--- src/rtl/wb_arb_xbar.sv ---
// wb_arb_xbar: round-robin Wishbone arbiter/crossbar, one transfer per grant, address-decoded slaves.
// Optional ack timeout enabled by defining WB_ARB_XBAR_TIMEOUT_EN.
module wb_arb_xbar #(
    parameter int NUM_M       = 2,
    parameter int NUM_S       = 6,
    parameter int SEL_LSB     = 28,
    parameter int TIMEOUT_CYC = 255
) (
    input  logic                i_clk,
    input  logic                i_rstn,
    input  logic [NUM_M-1:0]    i_m_cyc,
    input  logic [NUM_M-1:0]    i_m_stb,
    input  logic [NUM_M-1:0]    i_m_we,
    input  logic [32*NUM_M-1:0] i_m_adr,
    input  logic [32*NUM_M-1:0] i_m_dat,
    input  logic [4*NUM_M-1:0]  i_m_sel,
    output logic [NUM_M-1:0]    o_m_ack,
    output logic [NUM_M-1:0]    o_m_err,
    output logic [32*NUM_M-1:0] o_m_dat,
    output logic [NUM_S-1:0]    o_s_cyc,
    output logic [NUM_S-1:0]    o_s_stb,
    output logic [NUM_S-1:0]    o_s_we,
    output logic [31:0]         o_s_adr,
    output logic [31:0]         o_s_dat,
    output logic [3:0]          o_s_sel,
    input  logic [NUM_S-1:0]    i_s_ack,
    input  logic [32*NUM_S-1:0] i_s_dat
);
    localparam int GW = NUM_M > 1 ? $clog2(NUM_M) : 1;

    typedef enum logic [1:0] {IDLE, BUS, ERR} state_t;

    state_t          state;
    logic [GW-1:0]   grant, last_grant, nxt, cand;
    logic [3:0]      slv, nxt_slv;
    logic            found, g_cyc, g_stb, g_we, s_ack, act;
    logic [31:0]     s_dat;
    logic [NUM_M-1:0] req;
`ifdef WB_ARB_XBAR_TIMEOUT_EN
    logic [15:0]     cnt;
`endif

    assign req = i_m_cyc & i_m_stb;

    // Search starts just after the last master that completed, giving round-robin fairness
    always_comb begin
        found = 1'b0;
        nxt   = '0;
        cand  = '0;
        for (int i = 1; i <= NUM_M; i++) begin
            cand = GW'((int'(last_grant) + i) % NUM_M);
            if (!found && req[cand]) begin
                found = 1'b1;
                nxt   = cand;
            end
        end
        nxt_slv = i_m_adr[int'(nxt)*32+SEL_LSB +: 4];
    end

    always_comb begin
        g_cyc = i_m_cyc[grant];
        g_stb = i_m_stb[grant];
        g_we  = i_m_we[grant];
        act   = (state == BUS) && g_cyc;
        s_ack = 1'b0;
        s_dat = '0;
        for (int s = 0; s < NUM_S; s++) begin
            if (slv == 4'(s)) begin
                s_ack = i_s_ack[s];
                s_dat = i_s_dat[s*32 +: 32];
            end
        end
        o_s_adr = (state == BUS) ? i_m_adr[int'(grant)*32 +: 32] : '0;
        o_s_dat = (state == BUS) ? i_m_dat[int'(grant)*32 +: 32] : '0;
        o_s_sel = (state == BUS) ? i_m_sel[int'(grant)*4 +: 4] : '0;
        for (int s = 0; s < NUM_S; s++) begin
            o_s_cyc[s] = act && (slv == 4'(s));
            o_s_stb[s] = act && g_stb && (slv == 4'(s));
            o_s_we[s]  = act && g_we && (slv == 4'(s));
        end
        for (int m = 0; m < NUM_M; m++) begin
            o_m_ack[m]          = act && (grant == GW'(m)) && s_ack;
            o_m_err[m]          = (state == ERR) && (grant == GW'(m));
            o_m_dat[m*32 +: 32] = (act && (grant == GW'(m))) ? s_dat : '0;
        end
    end

    always_ff @(posedge i_clk or negedge i_rstn) begin
        if (!i_rstn) begin
            state      <= IDLE;
            grant      <= '0;
            last_grant <= GW'(NUM_M - 1);
            slv        <= '0;
`ifdef WB_ARB_XBAR_TIMEOUT_EN
            cnt        <= '0;
`endif
        end else begin
            case (state)
                IDLE: begin
`ifdef WB_ARB_XBAR_TIMEOUT_EN
                    cnt <= '0;
`endif
                    if (found) begin
                        grant <= nxt;
                        slv   <= nxt_slv;
                        state <= ({1'b0, nxt_slv} >= 5'(NUM_S)) ? ERR : BUS;
                    end
                end
                BUS: begin
                    if (!g_cyc) begin
                        state <= IDLE;
                    end else if (s_ack) begin
                        last_grant <= grant;
                        state      <= IDLE;
                    end
`ifdef WB_ARB_XBAR_TIMEOUT_EN
                    else if (cnt == 16'(TIMEOUT_CYC - 1)) begin
                        state <= ERR;
                    end else begin
                        cnt <= cnt + 16'd1;
                    end
`endif
                end
                default: state <= IDLE;
            endcase
        end
    end
endmodule

--- config.mk ---
export PLATFORM = sky130hd
export DESIGN_NAME = wb_arb_xbar
export DESIGN_NICKNAME = d
export VERILOG_FILES = /design/src/rtl/wb_arb_xbar.sv
export SDC_FILE = /design/constraint.sdc
export NUM_CORES = 1
export LEC_CHECK = 0
export BUFFER_PORTS_ARGS = -buffer_cell sky130_fd_sc_hd__buf_2
export CELL_PAD_IN_SITES_DETAIL_PLACEMENT = 1
export CELL_PAD_IN_SITES_GLOBAL_PLACEMENT = 2
export CORE_AREA = 4 4 191 193
export DETAILED_ROUTE_END_ITERATION = 8
export DIE_AREA = 0 0 195 197
export GPL_TIMING_DRIVEN = 0
export PLACE_DENSITY = 0.69
export SYNTH_ARGS = -nofsm -noshare
export SYNTH_HDL_FRONTEND = slang
export SYNTH_SLANG_ARGS = --single-unit
--- constraint.sdc ---
create_clock -name i_clk -period 3.62 [get_ports i_clk]
set_input_delay 0.181 -clock i_clk [delete_from_list [all_inputs] [get_ports i_clk]]
set_output_delay 0.181 -clock i_clk [all_outputs]
set_load 0.02 [all_outputs]
# --- After elaboration in Yosys (flattened, before gate mapping) ---
# Index checks and enable logic that the tools add are counted.
totals:
  register_bits: 8
  inputBits: 342
  output_inout_bits: 154
classes:
  add_sub_neg: 3
  order_cmp: 4
  eq_ne: 9
  n_shift: 4
  muxes: 36
  bitwise_logic: 2
  n_reduce_logical: 34
op_table:
  columns: ["cell", "count"]
  rows:
  - ["32-bit 2-to-1 mux", 10]
  - ["64-bit by 7-bit indexed part select with 32-bit output", 2]
  - ["64-bit by 8-bit indexed part select with 4-bit output", 1]
  - ["1-bit logical AND", 28]
  - ["1-bit 2-to-1 mux", 20]
  - ["4-bit by 2-bit equality test with 1-bit output, second input constant", 2]
  - ["4-bit by 3-bit equality test with 1-bit output, second input constant", 2]
  - ["2-bit 2-to-1 mux", 4]
  - ["8-bit by 4-bit indexed part select with 4-bit output", 1]
  - ["6-bit by 5-bit adder with 7-bit output, second input constant", 1]
  - ["1-bit by 2-bit less-than comparator with 1-bit output, second input constant", 3]
  - ["4-bit by 1-bit equality test with 1-bit output, second input constant", 1]
  - ["4-bit by 3-bit >= comparator with 1-bit output, second input constant", 1]
  - ["4-bit zero test", 1]
  - ["4-bit 2-to-1 mux", 1]
  - ["2-bit case mux with 2 select lines", 1]
  - ["2-bit AND reduction", 2]
  - ["3-bit inequality test, second input constant", 1]
  - ["3-bit AND reduction", 1]
  - ["1-bit adder, second input constant", 2]
  - ["2-bit AND", 1]
  - ["2-bit by 1-bit equality test with 1-bit output, second input constant", 1]
  - ["2-bit equality test, second input constant", 1]
  - ["2-bit zero test", 1]
  - ["other kinds (3)", 3]

# --- Longest topological paths before layout ---
depth:
  depth_word: 13
  depth_mapped: 7
  mapped_depth_nobuf: 4

# --- Least setup slack after synthesis ---
# OpenSTA, ideal clock, no wires.
synth_timing:
  kind: "reg2out"
  from: "register state[1]"
  to: "output o_m_dat[62]"
  t_arrival_ns: 1.807
  t_required_ns: 3.439
  setup_slack_ns: 1.632
  stages_incl_launch_ff: 7
  n_path_buf: 3
  cell_sequence: "dfrtp_1 > nand2b_1 > buf_2 > or2_2 > clkbuf_1 > clkbuf_1 > nor3_1"
synth_between:
  elab_chain_len: 4
synth_rtl:
  columns: ["item", "line_no", "source"]
  rows:
  - ["from (decl)", "33", "state_t state;"]
  - ["from (signal assigned)", "106", "state <= ({1'b0, nxt_slv} >= 5'(NUM_S)) ? ERR : BUS;"]
  - ["2-bit by 1-bit equality test with 1-bit output", "64", "act = (state == BUS) && g_cyc;"]
  - ["1-bit logical AND", "64", null]
  - ["1-bit logical AND", "84", "o_m_dat[m*32 +: 32] = (act && (grant == GW'(m))) ? s_dat : '0;"]
  - ["32-bit 2-to-1 mux", "84", null]
  - ["to (decl)", "19", "output logic [32*NUM_M-1:0] o_m_dat,"]
# No other way between the ends.

# --- Worst setup path after layout ---
layout_timing:
  from: "register slv[2]"
  to: "output o_m_dat[16]"
layout_between:
  elab_chain_len: 8
  elab_cells_between_ends: 13
  cone_classes: "eq/ne: 5; mux: 7; reduce/logical: 1"
layout_rtl:
  columns: ["item", "line_no", "source"]
  rows:
  - ["from (decl)", "35", "logic [3:0] slv, nxt_slv;"]
  - ["from (signal assigned)", "105", "slv <= nxt_slv;"]
  - ["4-bit zero test", "68", "if (slv == 4'(s)) begin"]
  - ["32-bit 2-to-1 mux (5 in series)", "68", null]
  - ["32-bit 2-to-1 mux *", "68", null]
  - ["32-bit 2-to-1 mux *", "84", null]
# Every way passes the cells marked *; elsewhere a longest branch is shown, timed or not.

==> out/qor.csv <==
stage;metric;value;unit
synthesis;Mapped Cells;588;
grt;Global Route met3 Usage;0.0282;
outcome;outcome;complete, no violations;
critical_path;FF-to-FF setup slack;1.44;ns
placement;Cell Area, Placed;0.00684;mm^2
synthesis;post-synthesis sequential area ratio;0.0531;
cells_and_area;Final Cell Area;0.00694;mm^2
clock_network;Num CTS Buffers;3;
worst_hold_path;hold path startpoint;i_m_adr[28];
clock_network;Root Driver;clkbuf_16;
power;Net Sw Frac;0.571;
cells_and_area;layout cells sized above 1;0.521;
timing;RSZ-0062 raised after global routing;no;
power;Gate power share;0.868;
grt;first-pass GRT wire length;47200;um
floorplan;io pins;496;
power;Clk network pwr share;0.073;
critical_path;worst reg2reg startpoint;state[1];
placement;IO Port Bufs;495;
cells_and_area;layout net count;1431;
grt;vias in the first global route;7219;
timing;Final period util;0.786;
power;Int Pwr;1.10;mW
critical_path;FF-to-FF End;last_grant;
worst_hold_path;Worst Hold Class;in2reg;
critical_path;CP arrival;2.66;ns
floorplan;die height;197;um
floorplan;Core Rows;68;
detailed_routing;drc violations;0;
detailed_routing;DR iter-0 viols;155;
timing;post-route clock skew;0.00261;ns
synthesis;synthesized flop and latch total;8;
power;Reg power frac;0.059;
synthesis;ys flop type;dfrtp_1;
power;Max VDD drop;0.115;mV
critical_path;Setup crit start kind;flop;
detailed_routing;Post-DRT Antenna Nets;0;
clock_network;CTS tree;built;
grt;GRT met1 Usage;0.180;
floorplan;core footprint;0.0345;mm^2
placement;GPL Wtd Cong;0.850;
synthesis;Synthesized Nets;930;
detailed_routing;vias;6545;
grt;pin count of the biggest net entering global routing;11;
power;Pleak;3.58;nW
timing;Final min period;2.84;ns
detailed_routing;post-DR wirelength/cell;21.5;um
timing;Slew @ Worst Pin;0.895;ns
critical_path;Worst Setup EP;o_m_dat[16];
critical_path;Worst Path Max Fanout;10;
timing;Worst slew margin;0.403;
synthesis;Mapped Area;0.00379;mm^2
cells_and_area;Layout area overhead;82.9;%
critical_path;Crit Path Class;reg2out;
floorplan;die area;0.0384;mm^2
floorplan;Die X;195;um
clock_network;Skew-Pair Late Insertion Delay;0.23;ns
grt;initial antenna violation count;5;
timing;achievable clock frequency;352;MHz
critical_path;Critical Path Source;slv[2];
synthesis;number of synthesized flops with an enable pin;0;
flow_run;maxcap violations;0;
synthesis;Distinct cells, synth;41;
clock_network;Clock transition at path regs;0.04;ns
detailed_routing;final wirelength;33300;um
clock_network;Clock Tree Buf Depth;2;
clock_network;H-tree Lvls;1;
critical_path;Worst Path Required;3.44;ns
synthesis;mean area per synthesized cell;6.45;um^2
clock_network;clk sinks;8;
detailed_routing;1st-pass router iterations;4;
floorplan;Initial Util;0.110;
detailed_routing;Via-to-Cell Ratio;4.23;
clock_network;Post-CTS Resized;0;
critical_path;Worst setup EP type;primary output;
power;Psw;1.46;mW
grt;met2 Usage GRT;0.318;
synthesis;asr flop ratio synth;1.00;
placement;post-DP HPWL;28700;um
grt;Total GRT Usage;0.161;
timing;setup TNS;0;ns
timing;Hold Violations, Final;0;
power;PwrDens;369;mW/mm^2
timing;WHS;0.355;ns
critical_path;reg2reg path depth;6;
grt;layer with the highest usage;met2;
synthesis;Yosys warnings;0;
timing;max-slew violation count;0;
grt;grt ovf;0;
worst_hold_path;depth of the worst hold-timing path;3;
timing;endpoints failing setup;0;
how the worst min path moves through the flow:
| stage | to | slack (ns) |
|---|---|---|
| 5_1_grt | grant | 0.41 |
| 2_1_floorplan | grant | -0.11 |
| 6_report | slv[0] | 0.35 |
| 4_1_cts | slv[0] | 0.36 |
| 3_3_place_gp | grant | 0.04 |
| 3_5_place_dp | slv[2] | 0.04 |
logic make-up after synthesis:
| group | count (synthesis) | synth area share |
|---|---|---|
| buf+inv | 66 | 0.0782 |
| compound gates | 144 | 0.254 |
| flops | 8 | 0.0531 |
| mux | 108 | 0.290 |
| simple gates | 262 | 0.324 |
cells in the mapped netlist, types with 3 or more instances:
library cell | count | area share
nor2_1 | 135 | 0.13
mux2i_1 | 92 | 0.24
nor3_1 | 53 | 0.070
a21oi_1 | 49 | 0.065
clkbuf_1 | 28 | 0.028
buf_2 | 27 | 0.036
nand2_1 | 25 | 0.025
nand2b_1 | 20 | 0.033
a211oi_1 | 17 | 0.034
a21o_1 | 17 | 0.034
mux2_2 | 16 | 0.047
o21ai_0 | 15 | 0.020
o221ai_1 | 15 | 0.035
o22a_1 | 15 | 0.035
or3b_2 | 15 | 0.035
dfrtp_1 | 7 | 0.046
o21ai_1 | 6 | 0.0079
buf_1 | 5 | 0.0049
o2bb2ai_1 | 3 | 0.0069
through the flow:
stage | util | setup slack (ns) | instances | power, mW
floorplan | - | 1.63 | 588 | 1.52
global placement | 0.198 | 0.923 | 1538 | 2.41
detailed placement | 0.198 | 0.883 | 1538 | 2.43
CTS | 0.201 | 0.630 | 1543 | 2.63
global route | 0.201 | 0.504 | 1546 | 2.80
finish | 0.201 | 0.776 | 1547 | 2.56
routing by layer:
layer,part of all wire,up-vias
li1,-,3127
met3,0.065,30
met4,0.017,4
met5,0.00063,-
met1,0.38,3076
met2,0.54,308
final cells by class:
cell class / instances / area (um^2)
plain buffers: 63 / 285
clock buffers: 4 / 78.8
flip-flops and latches: 8 / 201
well taps: 455 / 569
inverters: 3 / 11.3
diodes: 4 / 10.0
repair buffers: 496 / 2490
multi-input cells: 514 / 3300
fillers: 4453 / 27600
critical path, cell delays in order, from the launching register on:
cell	delay, ns
dfrtp_1	0.35
clkbuf_1	0.48
clkbuf_1	0.70
nor3_1	0.11
a211oi_1	0.26
o21ai_1	0.16
a21oi_1	0.17
buf_2	0.20
flip-flops by register name, summed over array words and instances (netlist names):
| name | cells |
|---|---|
| slv | 4 |
| grant | 1 |
| state | 2 |
| last_grant | 1 |
power groups by stage:
stage | clock network, mW | logic (mW) | registers (mW)
floorplan | 0 | 1.38 | 0.134
global placement | 0 | 2.26 | 0.154
detailed placement | 0 | 2.28 | 0.155
CTS | 0.190 | 2.28 | 0.154
global route | 0.199 | 2.45 | 0.157
finish | 0.187 | 2.22 | 0.150
cell usage in the layout (no fill, tap or decap), types with 2 or more instances in the layout:
| cell | instances |
|---|---|
| buf_2 | 522 |
| nor2_1 | 135 |
| mux2i_1 | 92 |
| nor3_1 | 53 |
| a21oi_1 | 49 |
| clkbuf_1 | 29 |
| nand2_1 | 25 |
| nand2b_1 | 20 |
| a211oi_1 | 17 |
| a21o_1 | 17 |
| mux2_2 | 16 |
| o221ai_1 | 15 |
| or3b_2 | 15 |
| o22a_1 | 15 |
| o21ai_0 | 15 |
| dfrtp_1 | 7 |
| o21ai_1 | 6 |
| buf_1 | 5 |
| diode_2 | 4 |
| o2bb2ai_1 | 3 |
| clkbuf_16 | 3 |
| or2_2 | 2 |
| buf_4 | 2 |
| or3b_1 | 2 |
| or2_1 | 2 |
| a22oi_1 | 2 |
| inv_1 | 2 |
what timing repair did:
action                                  4_1_cts  5_1_grt
endpoints found under the setup margin        0        0
endpoints found under the hold margin         7        0
buffers inserted                              0        0
hold buffers                                  1        0
Note: power is estimated with default switching activity, not from simulation.
